## src/rtl/mc_pkg.sv

```systemverilog
// Cook timer shared types and widths.
// Imported by the interface and every timer block.
package mc_pkg;

  typedef enum logic [1:0] {
    IDLE,
    COOK,
    PAUSE,
    DONE
  } mc_state_t;

  localparam int MIN_W       = 4;
  localparam int SEC_W       = 6;
  localparam int PWR_W       = 3;
  localparam int DUTY_PERIOD = 8;
  localparam int DUTY_W      = $clog2(DUTY_PERIOD);

endpackage

```

## src/rtl/cook_timer_fsm_if.sv

```systemverilog
// Keypad-side settings/commands and display/actuator outputs.
// master drives the settings, slave is the timer.
interface cook_timer_fsm_if;
  import mc_pkg::*;

  logic [MIN_W-1:0] time_minutes;
  logic [3:0]       time_seconds;
  logic [PWR_W-1:0] power_level;
  logic             start;
  logic             stop;
  logic             door_open;

  logic             magnetron_on;
  logic             light_on;
  logic             beep;
  logic [MIN_W-1:0] remaining_min;
  logic [SEC_W-1:0] remaining_sec;
  logic             cooking;

  modport master (
    output time_minutes, time_seconds,
    output power_level,
    output start, stop, door_open,
    input  magnetron_on, light_on, beep,
    input  remaining_min, remaining_sec,
    input  cooking
  );

  modport slave (
    input  time_minutes, time_seconds,
    input  power_level,
    input  start, stop, door_open,
    output magnetron_on, light_on, beep,
    output remaining_min, remaining_sec,
    output cooking
  );

endinterface

```

## src/rtl/tick_prescaler.sv

```systemverilog
// Divides clk down to a one-cycle 1 s tick.
// clr wins over en so a state entry always starts a fresh second.
module tick_prescaler #(
  parameter int TICKS_PER_SEC = 50_000_000
) (
  input  logic clk,
  input  logic rst,
  input  logic en,
  input  logic clr,
  output logic tick
);

  localparam int CW =
    (TICKS_PER_SEC > 1) ? $clog2(TICKS_PER_SEC) : 1;
  localparam logic [CW-1:0] LAST =
    CW'(TICKS_PER_SEC - 1);

  logic [CW-1:0] cnt_q;

  assign tick = en && (cnt_q == LAST);

  always_ff @(posedge clk or posedge rst) begin
    if (rst) begin
      cnt_q <= '0;
    end else if (clr) begin
      cnt_q <= '0;
    end else if (en) begin
      cnt_q <= tick ? '0 : cnt_q + 1'b1;
    end
  end

endmodule

```

## src/rtl/cook_timer_fsm.sv

```systemverilog
// Cooking-cycle controller: countdown, duty-cycled magnetron,
// cavity light and done beeper.
module cook_timer_fsm
  import mc_pkg::*;
#(
  parameter int TICKS_PER_SEC = 50_000_000,
  parameter int BEEP_SECS     = 3
) (
  input logic              clk,
  input logic              rst,
  cook_timer_fsm_if.slave  bus
);

  localparam int BW = $clog2(BEEP_SECS + 1);
  localparam logic [BW-1:0] BEEP_LAST =
    BW'(BEEP_SECS - 1);

  mc_state_t         state_q;
  logic [MIN_W-1:0]  min_q;
  logic [SEC_W-1:0]  sec_q;
  logic [PWR_W-1:0]  power_q;
  logic [DUTY_W-1:0] duty_q;
  logic [BW-1:0]     beep_q;

  logic tick;
  logic pre_en;
  logic start_ok;
  logic has_time;
  logic go_cook;
  logic go_done;

  // stop and door both outrank start
  always_comb begin
    start_ok = bus.start && !bus.stop
               && !bus.door_open;
    has_time = (bus.time_minutes != '0)
               || (bus.time_seconds != '0);
    go_cook  = ((state_q == IDLE) && start_ok && has_time)
               || ((state_q == PAUSE) && start_ok);
    go_done  = (state_q == COOK) && tick
               && !bus.stop && !bus.door_open
               && (min_q == '0) && (sec_q == SEC_W'(1));
    pre_en   = (state_q == COOK) || (state_q == DONE);
  end

  tick_prescaler #(
    .TICKS_PER_SEC (TICKS_PER_SEC)
  ) u_pre (
    .clk  (clk),
    .rst  (rst),
    .en   (pre_en),
    .clr  (go_cook || go_done),
    .tick (tick)
  );

  always_ff @(posedge clk or posedge rst) begin
    if (rst) begin
      state_q <= IDLE;
      min_q   <= '0;
      sec_q   <= '0;
      power_q <= '0;
      duty_q  <= '0;
      beep_q  <= '0;
    end else begin
      unique case (state_q)
        IDLE: begin
          if (go_cook) begin
            state_q <= COOK;
            min_q   <= bus.time_minutes;
            sec_q   <= SEC_W'(bus.time_seconds);
            power_q <= bus.power_level;
            duty_q  <= '0;
          end
        end
        COOK: begin
          if (bus.stop || bus.door_open) begin
            state_q <= PAUSE;
          end else if (tick) begin
            duty_q <= duty_q + 1'b1;
            if (sec_q == '0) begin
              sec_q <= SEC_W'(59);
              min_q <= min_q - 1'b1;
            end else begin
              sec_q <= sec_q - 1'b1;
            end
            if (go_done) begin
              state_q <= DONE;
              beep_q  <= '0;
            end
          end
        end
        PAUSE: begin
          if (bus.stop) begin
            state_q <= IDLE;
            min_q   <= '0;
            sec_q   <= '0;
          end else if (go_cook) begin
            state_q <= COOK;
          end
        end
        DONE: begin
          if (bus.stop || bus.door_open) begin
            state_q <= IDLE;
          end else if (tick) begin
            if (beep_q == BEEP_LAST) begin
              state_q <= IDLE;
            end else begin
              beep_q <= beep_q + 1'b1;
            end
          end
        end
      endcase
    end
  end

  // door gate stays combinational so the magnetron drops instantly
  assign bus.cooking       = (state_q == COOK);
  assign bus.beep          = (state_q == DONE);
  assign bus.light_on      = bus.cooking || bus.door_open;
  assign bus.magnetron_on  = bus.cooking
                             && (duty_q <= power_q)
                             && !bus.door_open;
  assign bus.remaining_min = min_q;
  assign bus.remaining_sec = sec_q;

endmodule

```

## src/flat_wrapper.sv

```systemverilog
// flat-port wrapper written by rule: the top's interface ports become plain ports
module cook_timer_fsm_flat import mc_pkg::*;
#(
  parameter int TICKS_PER_SEC = 50_000_000,
  parameter int BEEP_SECS     = 3
)
  (clk, rst, bus_time_minutes, bus_time_seconds, bus_power_level, bus_start, bus_stop, bus_door_open, bus_magnetron_on, bus_light_on, bus_beep, bus_remaining_min, bus_remaining_sec, bus_cooking);
  cook_timer_fsm_if bus_i ();
  input logic clk;
  input logic rst;
  input wire logic [$bits(bus_i.time_minutes)-1:0] bus_time_minutes;
  input wire logic [$bits(bus_i.time_seconds)-1:0] bus_time_seconds;
  input wire logic [$bits(bus_i.power_level)-1:0] bus_power_level;
  input wire logic [$bits(bus_i.start)-1:0] bus_start;
  input wire logic [$bits(bus_i.stop)-1:0] bus_stop;
  input wire logic [$bits(bus_i.door_open)-1:0] bus_door_open;
  output wire logic [$bits(bus_i.magnetron_on)-1:0] bus_magnetron_on;
  output wire logic [$bits(bus_i.light_on)-1:0] bus_light_on;
  output wire logic [$bits(bus_i.beep)-1:0] bus_beep;
  output wire logic [$bits(bus_i.remaining_min)-1:0] bus_remaining_min;
  output wire logic [$bits(bus_i.remaining_sec)-1:0] bus_remaining_sec;
  output wire logic [$bits(bus_i.cooking)-1:0] bus_cooking;
  assign bus_i.time_minutes = bus_time_minutes;
  assign bus_i.time_seconds = bus_time_seconds;
  assign bus_i.power_level = bus_power_level;
  assign bus_i.start = bus_start;
  assign bus_i.stop = bus_stop;
  assign bus_i.door_open = bus_door_open;
  assign bus_magnetron_on = bus_i.magnetron_on;
  assign bus_light_on = bus_i.light_on;
  assign bus_beep = bus_i.beep;
  assign bus_remaining_min = bus_i.remaining_min;
  assign bus_remaining_sec = bus_i.remaining_sec;
  assign bus_cooking = bus_i.cooking;
  cook_timer_fsm #(.TICKS_PER_SEC(TICKS_PER_SEC), .BEEP_SECS(BEEP_SECS)) u_core (.clk(clk), .rst(rst), .bus(bus_i));
endmodule
```

## config.mk

```make
export PLATFORM = sky130hd
export DESIGN_NAME = cook_timer_fsm_flat
export DESIGN_NICKNAME = d
export VERILOG_FILES = /design/src/rtl/mc_pkg.sv /design/src/rtl/cook_timer_fsm_if.sv /design/src/rtl/tick_prescaler.sv /design/src/rtl/cook_timer_fsm.sv /design/src/flat_wrapper.sv
export SDC_FILE = /design/constraint.sdc
export NUM_CORES = 1
export LEC_CHECK = 0
export BUFFER_PORTS_ARGS = -buffer_cell sky130_fd_sc_hd__buf_2
export CAP_MARGIN = 20
export CORE_ASPECT_RATIO = 0.5
export CORE_MARGIN = 2
export CORE_UTILIZATION = 60
export DETAILED_ROUTE_END_ITERATION = 12
export HOLD_SLACK_MARGIN = 0.06
export PLACE_DENSITY_LB_ADDON = 0.25
export SLEW_MARGIN = 15
export SYNTH_ARGS = -nofsm -noshare
export SYNTH_HDL_FRONTEND = slang
export SYNTH_SLANG_ARGS = --single-unit
export TNS_END_PERCENT = 100
```

## constraint.sdc

```tcl
create_clock -name clk -period 3.8 [get_ports clk]
set_input_delay 0.57 -clock clk [delete_from_list [all_inputs] [get_ports clk]]
set_output_delay 0.57 -clock clk [all_outputs]
set_load 0.05 [all_outputs]
```

### Word-level counts from Yosys, hierarchy flattened

Index checks and enable logic that the tools add are counted.

| cells by class | value |
|---|---|
| $add $sub $neg | 5 |
| reduce and logical (&&, ||, !) cells | 36 |
| magnitude comparators | 1 |
| muxes and demuxes | 35 |
| equal/unequal tests | 19 |

Operator list:

| operator | number |
|---|---|
| 26-bit 2-to-1 mux | 3 |
| 6-bit 2-to-1 mux | 5 |
| 2-bit 2-to-1 mux | 14 |
| 26-bit by 1-bit adder with 26-bit output (second input constant) | 1 |
| 26-bit == test (second input constant) | 1 |
| 4-bit 2-to-1 mux | 5 |
| 6-bit one-hot mux with 3 select lines | 1 |
| 2-bit != test (second input constant) | 7 |
| 1-bit logical AND | 13 |
| 4-bit one-hot mux with 3 select lines | 1 |
| 3-bit 2-to-1 mux | 3 |
| 2-bit one-hot mux with 4 select lines | 1 |
| 4-bit AND reduction | 2 |
| 4-bit nonzero test | 2 |
| 7-bit AND reduction | 1 |
| 2-bit == test (second input constant) | 3 |
| 6-bit by 1-bit == test with 1-bit output (second input constant) | 1 |
| 6-bit logical NOT | 1 |
| 1-bit logical OR | 6 |
| 3-bit by 1-bit != test with 1-bit output (second input constant) | 2 |
| 3-bit != test (second input constant) | 2 |
| 3-bit one-hot mux with 2 select lines | 1 |
| 6-bit AND reduction | 1 |
| 2-bit nonzero test | 3 |
| 14 further kinds | 16 |

| word-level totals | value |
|---|---|
| output and inout port bits | 14 |
| bits in registers | 46 |
| input bits | 16 |

### Logic depth before layout (Yosys ltp)

Gate-level depths: netlist of the first run.

| depth | value |
|---|---|
| depth in word-level cells | 12 |
| gate-level depth with buffers | 9 |
| depth with buffers taken out | 7 |

### Cells and area by module

A second synthesis of the first run with hierarchy kept.

| unflattened totals | value |
|---|---|
| cell total of the unflattened synthesis | 341 |
| area, all modules | 3004.1 um^2 |

Modules (own cells, without submodules):

| module | cells an instance | area each (um^2) | sequential area each (um^2) | times used |
|---|---|---|---|---|
| tick_prescaler | 176 | 1535.2 | 650.6 | 1 |
| cook_timer_fsm | 165 | 1468.9 | 500.5 | 1 |

### Worst setup path after synthesis of the first run

No wires, ideal clock.

| timing | value |
|---|---|
| path kind | register to output |
| start point | reg u_core.state_q[1] |
| end point | out bus_magnetron_on |
| arrival time | 2.486 ns |
| stages on the path, launching flop included | 5 |
| slack | 0.744 ns |
| data required time | 3.230 ns |
| cell sequence | dfrtp_1 -> inv_1 -> ha_1 -> clkinv_1 -> nor3_1 |

| between the ends | value |
|---|---|
| word-level cells in the longest chain between the ends | 3 |

Ends and longest elaborated chain:

| element | line | text |
|---|---|---|
| start: declaration | cook_timer_fsm.sv:18 | `mc_state_t state_q;` |
| start signal: assignment | cook_timer_fsm.sv:58 | `state_q <= IDLE;` |
| start signal: assignment | cook_timer_fsm.sv:68 | `state_q <= COOK;` |
| start signal: assignment | cook_timer_fsm.sv:77 | `state_q <= PAUSE;` |
| 2-bit by 1-bit == test with 1-bit output | cook_timer_fsm.sv:117 | `assign bus.cooking = (state_q == COOK);` |
| named net bus_cooking | flat_wrapper.sv:22 | `output wire logic [$bits(bus_i.cooking)-1:0] bus_cooking;` |
| 1-bit logical AND | cook_timer_fsm.sv:121 | `&& (duty_q <= power_q)` |
| 1-bit logical AND | cook_timer_fsm.sv:122 | `&& !bus.door_open;` |
| end: declaration | flat_wrapper.sv:17 | `output wire logic [$bits(bus_i.magnetron_on)-1:0] bus_magnetron_on;` |

The timed path passes the listed nets, and every way through them passes these cells.

### Final worst setup path of the first run

| timing | value |
|---|---|
| start point | reg u_core.state_q[1] |
| end point | out bus_magnetron_on |

| between the ends | value |
|---|---|
| word-level cells in the longest chain between the ends | 3 |

Ends and longest elaborated chain:

| element | line |
|---|---|
| 2-bit by 1-bit == test with 1-bit output | cook_timer_fsm.sv:117 |
| 1-bit logical AND | cook_timer_fsm.sv:121 |
| 1-bit logical AND | cook_timer_fsm.sv:122 |

No other way between the ends.

==> flow_metrics.py, run 1 <==
metrics = {
    "grt": {
        "grtUsageTotal": 0.284,
        "met3_usage": 0.0524,
        "grt_overflow": 0,
        "grt_pass1_wl_um": 12700,
        "antenna_found_initial": 0,
        "grt_busiest_layer": "met2",
        "grt_start_max_net_pins": 47,
        "use_met2": 0.468,
        "grt_pass1_vias": 2722,
        "met1_usage": 0.383,
    },
    "synth": {
        "yosysMostFrequentCell": "dfrtp_1",
        "ys_warn_count": 0,
        "ys_seq_area_frac": 0.376,
        "synth-edff-count": 0,
        "ys_types": 64,
        "synthFlopType": "dfrtp_1",
        "synth_area_um2": 3060,
        "synth_area_per_cell_um2": 8.92,
        "synth_nets": 373,
        "yosys.area.top_type": "dfrtp_1",
        "async_flop_share": 1.00,
        "synth_top_area_frac": 0.376,
        "synth-seq-cells": 46,
        "synth.top_cells.by_count": "dfrtp_1, nor2_1, a21oi_1, inv_1, nand2_1",
        "synthTopCellsByArea": "dfrtp_1, ha_1, a21oi_1",
        "synthCells": 343,
    },
    "sta": {
        "hold_viol_final": 0,
        "fin_crit_ns": 2.62,
        "drv_slew": 0,
        "period_share": 0.691,
        "fin_ws_ns": 1.18,
        "tns_ns": 0,
        "slew_headroom": 0.476,
        "rsz0062_at_grt": "false",
        "fmax_mhz": 381,
        "setup_viol": 0,
        "skew_ns": 0.00703,
        "worst_slew_pin_slew_ns": 0.786,
    },
    "drt": {
        "first_pass_iters": 5,
        "antenna_left": 0,
        "num_vias": 2854,
        "wire_per_inst_um": 16.6,
        "drt_iter0_drc": 152,
        "post_drt_via_cell_ratio": 6.47,
        "drcViolationCount": 0,
        "finalWirelength_um": 7300,
    },
    "clocking": {
        "clkSinkCount": 46,
        "clockRootBuffer": "clkbuf_8",
        "cts_inserted_buffers": 5,
        "cts_buffer_depth": 2,
        "htreeDepth": 2,
        "clock_latency_ns": 0.31,
        "cts_setup_buffers": 0,
        "cts.clk_slew.worst_paths_ns": 0.09,
        "cts-resized-gates": 0,
        "cts_hold_buf": 0,
        "cts_tree": "done",
    },
    "cells_and_area": {
        "n_antenna_cell": 0,
        "layoutNonFillerInstCount": 441,
        "fin_util": 0.682,
        "synthToLayoutAreaGrowth_pct": 9.44,
        "nets": 400,
        "fill_cells": 429,
        "drive_above_1_share": 0.154,
    },
    "setup_path": {
        "required_ns": 3.23,
        "arrival_ns": 2.05,
        "slowest_delay_ns": 0.43,
        "slowest_stage": "dfrtp_1",
        "worstSetupEndpointType": "output port",
        "r2r-start": "u_core.u_pre.cnt_q[0]",
        "crit_chain": "inv_1 -> ha_1 -> buf_4 -> clkinv_1 -> nor3_1 -> buf_2",
        "crit_buf_inv": 4,
        "critPathTopFamily": "buffers and inverters",
        "worstRegToRegCells": 6,
        "crit_fanout": 14,
        "r2r-end": "u_core.u_pre.cnt_q[15]",
        "path_class": "reg -> out",
        "rrSetupSlack_ns": 1.24,
        "worstSetupStartpointType": "flop",
    },
    "pwr": {
        "total_leakage_power_nw": 1.47,
        "peakVddDrop_mv": 0.385,
        "power.total_w": 0.00195,
        "power_density_nw_per_um2": 582,
    },
    "place": {
        "port_buffers": 29,
        "pre_cts_slack_ns": 1.21,
        "routabilityCongestion": 0.905,
        "placedCellCount": 433,
        "dp_hpwl_um": 5310,
    },
    "floorplan": {
        "io_pins": 30,
        "dieArea_um2": 5720,
        "die_w_um": 105,
        "core-area_um2": 4910,
        "start_util": 0.623,
        "fp-row-count": 18,
        "die_h_um": 54.5,
    },
    "flow_run": {
        "drv_cap": 0,
    },
    "min_path": {
        "hp-class": "in -> async",
    },
    "status": {
        "status": "finished, final reports clean",
    },
}
==> registers in the layout, indices dropped and copies added (netlist names) <==
register / cells
u_core.bus.remaining_min: 4
u_core.beep_q: 2
u_core.bus.remaining_sec: 6
u_core.state_q: 2
u_core.u_pre.cnt_q: 26
u_core.power_q: 3
u_core.duty_q: 3
==> worst reg2reg max path, stage by stage, from the launching register on <==
cell and delay (ns):
dfrtp_1 0.44, ha_1 0.24, nand3_2 0.14, nor3_1 0.51
nand2_1 0.25, o21ai_2 0.69, nor2_1 0.14
==> cell usage in the layout (no fill, tap or decap), types with 7 or more instances in the layout <==
master   count
nand4_1     10
xnor2_1     11
nor2_1      35
or4_1        7
o31ai_1     10
nor3_1      14
buf_2       29
a21oi_1     32
nand2_1     16
nand3_1     12
dfrtp_1     46
ha_1        14
o21ai_0     13
inv_1       16
==> area by class of cell <==
cell class | instances | area [um^2] | share of cell area
Clock inverter | 2 | 13.8 | 0.00411
Inverter | 18 | 67.6 | 0.0202
Sequential cell | 46 | 1150 | 0.344
Clock buffer | 6 | 72.6 | 0.0217
Timing Repair Buffer | 33 | 175 | 0.0523
Tap cell | 70 | 87.6 | 0.0261
Multi-Input combinational cell | 266 | 1780 | 0.532
==> metrics by stage <==
| step | hold slack (ns) | cell area [um^2] |
|---|---|---|
| after CTS | 0.416 | 3350 |
| after global placement | 0.481 | 3260 |
| after detailed placement | 0.494 | 3260 |
| after global routing | 0.474 | 3350 |
| after floorplan | 0.468 | 3060 |
| final | 0.390 | 3350 |
==> how the worst max path moves through the flow <==
stage | from | to | slack (ns) | depth (start not counted)
after floorplan | u_core.state_q[1] | bus_magnetron_on | 0.74 | 4
after detailed placement | bus_time_minutes[0] | u_core.bus.remaining_sec[1] | 1.21 | 6
after CTS | u_core.state_q[1] | bus_magnetron_on | 1.18 | 6
final | u_core.state_q[1] | bus_magnetron_on | 1.18 | 6
after global placement | bus_time_minutes[1] | u_core.bus.remaining_sec[1] | 1.26 | 6
after global routing | u_core.u_pre.cnt_q[0] | u_core.u_pre.cnt_q[17] | 0.98 | 6
==> per-layer routing <==
layer / vias up / share of wire
met2: 107 / 0.45
met4: 0 / 0.014
met1: 1396 / 0.47
li1: 1340 / -
met3: 11 / 0.064
met5: - / 0
==> logic make-up after synthesis <==
| group | after synthesis | share of synthesized area |
|---|---|---|
| and+or+nand+nor | 136 | 0.257 |
| AOI/OAI and AO/OA | 93 | 0.197 |
| DFF | 46 | 0.376 |
| buffers and inverters | 31 | 0.0417 |
| xor gates and xnor gates | 14 | 0.0401 |
| adders and majority gates | 14 | 0.0572 |
| muxes | 9 | 0.0311 |
==> report_power, final <==
part	switching (W)	total (W)	internal, W	leakage, nW
clock network	0.000175	0.000305	0.000130	0.0452
logic	0.000656	0.000965	0.000310	0.813
registers	0.0000995	0.000677	0.000578	0.612
total	0.000930	0.00195	0.00102	1.47
(Power assumes the default switching activity.)
==> run 2, diff against run 1 <==
--- a/config.mk
+++ b/config.mk
@@ -9,7 +9,7 @@
 export CAP_MARGIN = 20
 export CORE_ASPECT_RATIO = 0.5
 export CORE_MARGIN = 2
-export CORE_UTILIZATION = 60
+export CORE_UTILIZATION = 59
 export DETAILED_ROUTE_END_ITERATION = 12
 export HOLD_SLACK_MARGIN = 0.06
 export PLACE_DENSITY_LB_ADDON = 0.25
==> constraint.sdc (replaced) <==
create_clock -name clk -period 2.7 [get_ports clk]
set_input_delay 0.405 -clock clk [delete_from_list [all_inputs] [get_ports clk]]
set_output_delay 0.405 -clock clk [all_outputs]
set_load 0.05 [all_outputs]
==> run 2 against run 1 <==
  * Worst hold slack worse by 0.22 ns
  * Global-route usage down 1.0 points
  * Sequential cell count unchanged
  * Non-clock buffer count up 3
  * Largest power group unchanged
  * Routed wire length up 1.9%
  * Die area up 1.6%
  * Critical path type unchanged
  * Setup slack worse by 0.94 ns
  * Utilization about the same
==> flow_metrics.py, run 2 (synthesized netlist as in run 1, its figures left out) <==
metrics = {
    "place": {
        "placedCellCount": 436,
        "dp_hpwl_um": 5480,
        "routabilityCongestion": 0.886,
        "port_buffers": 29,
        "placed_area_um2": 3290,
    },
    "clocking": {
        "cts_buffer_depth": 2,
        "cts_tree": "done",
        "cts-resized-gates": 0,
        "cts_inserted_buffers": 5,
        "cts_hold_buf": 0,
        "clockRootBuffer": "clkbuf_8",
        "clock_latency_ns": 0.30,
        "clkSinkCount": 46,
        "htreeDepth": 2,
        "cts_setup_buffers": 0,
        "cts.clk_slew.worst_paths_ns": 0.09,
    },
    "sta": {
        "tns_ns": 0,
        "setup_viol": 0,
        "period_share": 0.912,
        "drv_slew": 0,
        "fmax_mhz": 406,
        "worst_slew_pin_slew_ns": 0.624,
        "skew_ns": 0.00971,
        "fin_crit_ns": 2.46,
        "slew_headroom": 0.583,
        "holdWs_ns": 0.173,
        "rsz0062_at_grt": "false",
        "hold_viol_final": 0,
    },
    "floorplan": {
        "dieArea_um2": 5810,
        "die_w_um": 106,
        "fp-row-count": 18,
        "io_pins": 30,
        "die_h_um": 54.9,
        "core-area_um2": 4950,
        "start_util": 0.618,
    },
    "grt": {
        "grt_pass1_wl_um": 12500,
        "met1_usage": 0.358,
        "grt_start_max_net_pins": 30,
        "met3_usage": 0.0504,
        "antenna_found_initial": 0,
        "grt_busiest_layer": "met2",
        "grt_overflow": 0,
        "grt_pass1_vias": 2642,
        "use_met2": 0.489,
        "grtUsageTotal": 0.274,
    },
    "pwr": {
        "switching_share": 0.470,
        "power_density_nw_per_um2": 815,
        "power.switching_w": 0.00130,
        "power.total_w": 0.00276,
        "peakVddDrop_mv": 0.677,
        "total_leakage_power_nw": 1.49,
        "p_int_w": 0.00146,
        "p_clk_frac": 0.159,
        "p_comb_frac": 0.496,
        "seq_power_share": 0.345,
    },
    "drt": {
        "post_drt_via_cell_ratio": 6.33,
        "wire_per_inst_um": 16.7,
        "num_vias": 2810,
        "antenna_left": 0,
        "finalWirelength_um": 7440,
        "first_pass_iters": 4,
        "drt_iter0_drc": 180,
        "drcViolationCount": 0,
    },
    "min_path": {
        "hp-class": "in -> async",
    },
    "setup_path": {
        "required_ns": 2.30,
        "arrival_ns": 2.06,
        "path_class": "reg -> out",
        "worstSetupEndpointType": "output port",
        "worstSetupStartpointType": "flop",
        "crit_fanout": 9,
    },
    "cells_and_area": {
        "fill_cells": 398,
        "n_antenna_cell": 0,
        "layoutNonFillerInstCount": 444,
        "final_cell_mix": "dfrtp_1, nor2_1, a21oi_1",
        "drive_above_1_share": 0.166,
        "multiInputGateArea_um2": 1790,
        "final_cell_area_um2": 3380,
        "ff_latch_area_um2": 1150,
        "largest_reg_flops": 26,
        "layout_commonest_cell": "dfrtp_1",
        "synthToLayoutAreaGrowth_pct": 10.5,
        "nets": 403,
        "top_register": "u_core.u_pre.cnt_q",
    },
    "status": {
        "status": "finished, final reports clean",
    },
    "flow_run": {
        "drv_cap": 0,
    },
}
## run 2: cell type report
class                           count  share of cell area
Clock buffer                        7              0.0255
Clock inverter                      1             0.00148
Inverter                           18              0.0200
Multi-Input combinational cell    266               0.528
Sequential cell                    46               0.340
Tap cell                           70              0.0259
Timing Repair Buffer               36              0.0585
## run 2: per-stage QoR
step           setup WS, ns  utilization
6_report              0.237        0.683
5_1_grt              0.0980        0.683
4_1_cts               0.264        0.683
3_5_place_dp          0.230        0.664
3_3_place_gp          0.313        0.664
2_1_floorplan         0.212            -
## run 2: path summary, 6_finish.rpt
check                      depth (start not counted)                           to               start  slack [ns]
min reg2reg                                        1            u_core.power_q[2]   u_core.power_q[2]        0.51
min in group clk                                   2            u_core.power_q[0]  bus_power_level[0]        0.33
max                                                5             bus_magnetron_on   u_core.state_q[1]        0.24
min                                                2        u_core.u_pre.cnt_q[0]                 rst        0.17
max reg2reg                                        7  u_core.bus.remaining_min[3]   u_core.state_q[0]        0.33
max in group asynchronous                          3       u_core.u_pre.cnt_q[20]                 rst        1.94
## run 2: layer usage
metal  vias up  routed length (um)
met3        11                 374
met5         -                   0
met1      1359                3410
met2        98                3580
li1       1342                   -
met4         0                  70
## run 2: worst max-delay path, cell delays in order, from the launching register on
cell	delay [ns]
dfrtp_1	0.42
inv_1	0.11
ha_1	0.36
clkinv_1	0.35
nor3_2	0.24
buf_2	0.28
## run 2: power groups by stage
stage	registers, W	logic, W	clock network [W]
final	0.000952	0.00137	0.000437
after global routing	0.000975	0.00149	0.000482
after CTS	0.000948	0.00135	0.000444
after detailed placement	0.000961	0.00135	0
after global placement	0.000952	0.00131	0
after floorplan	0.00115	0.000843	0
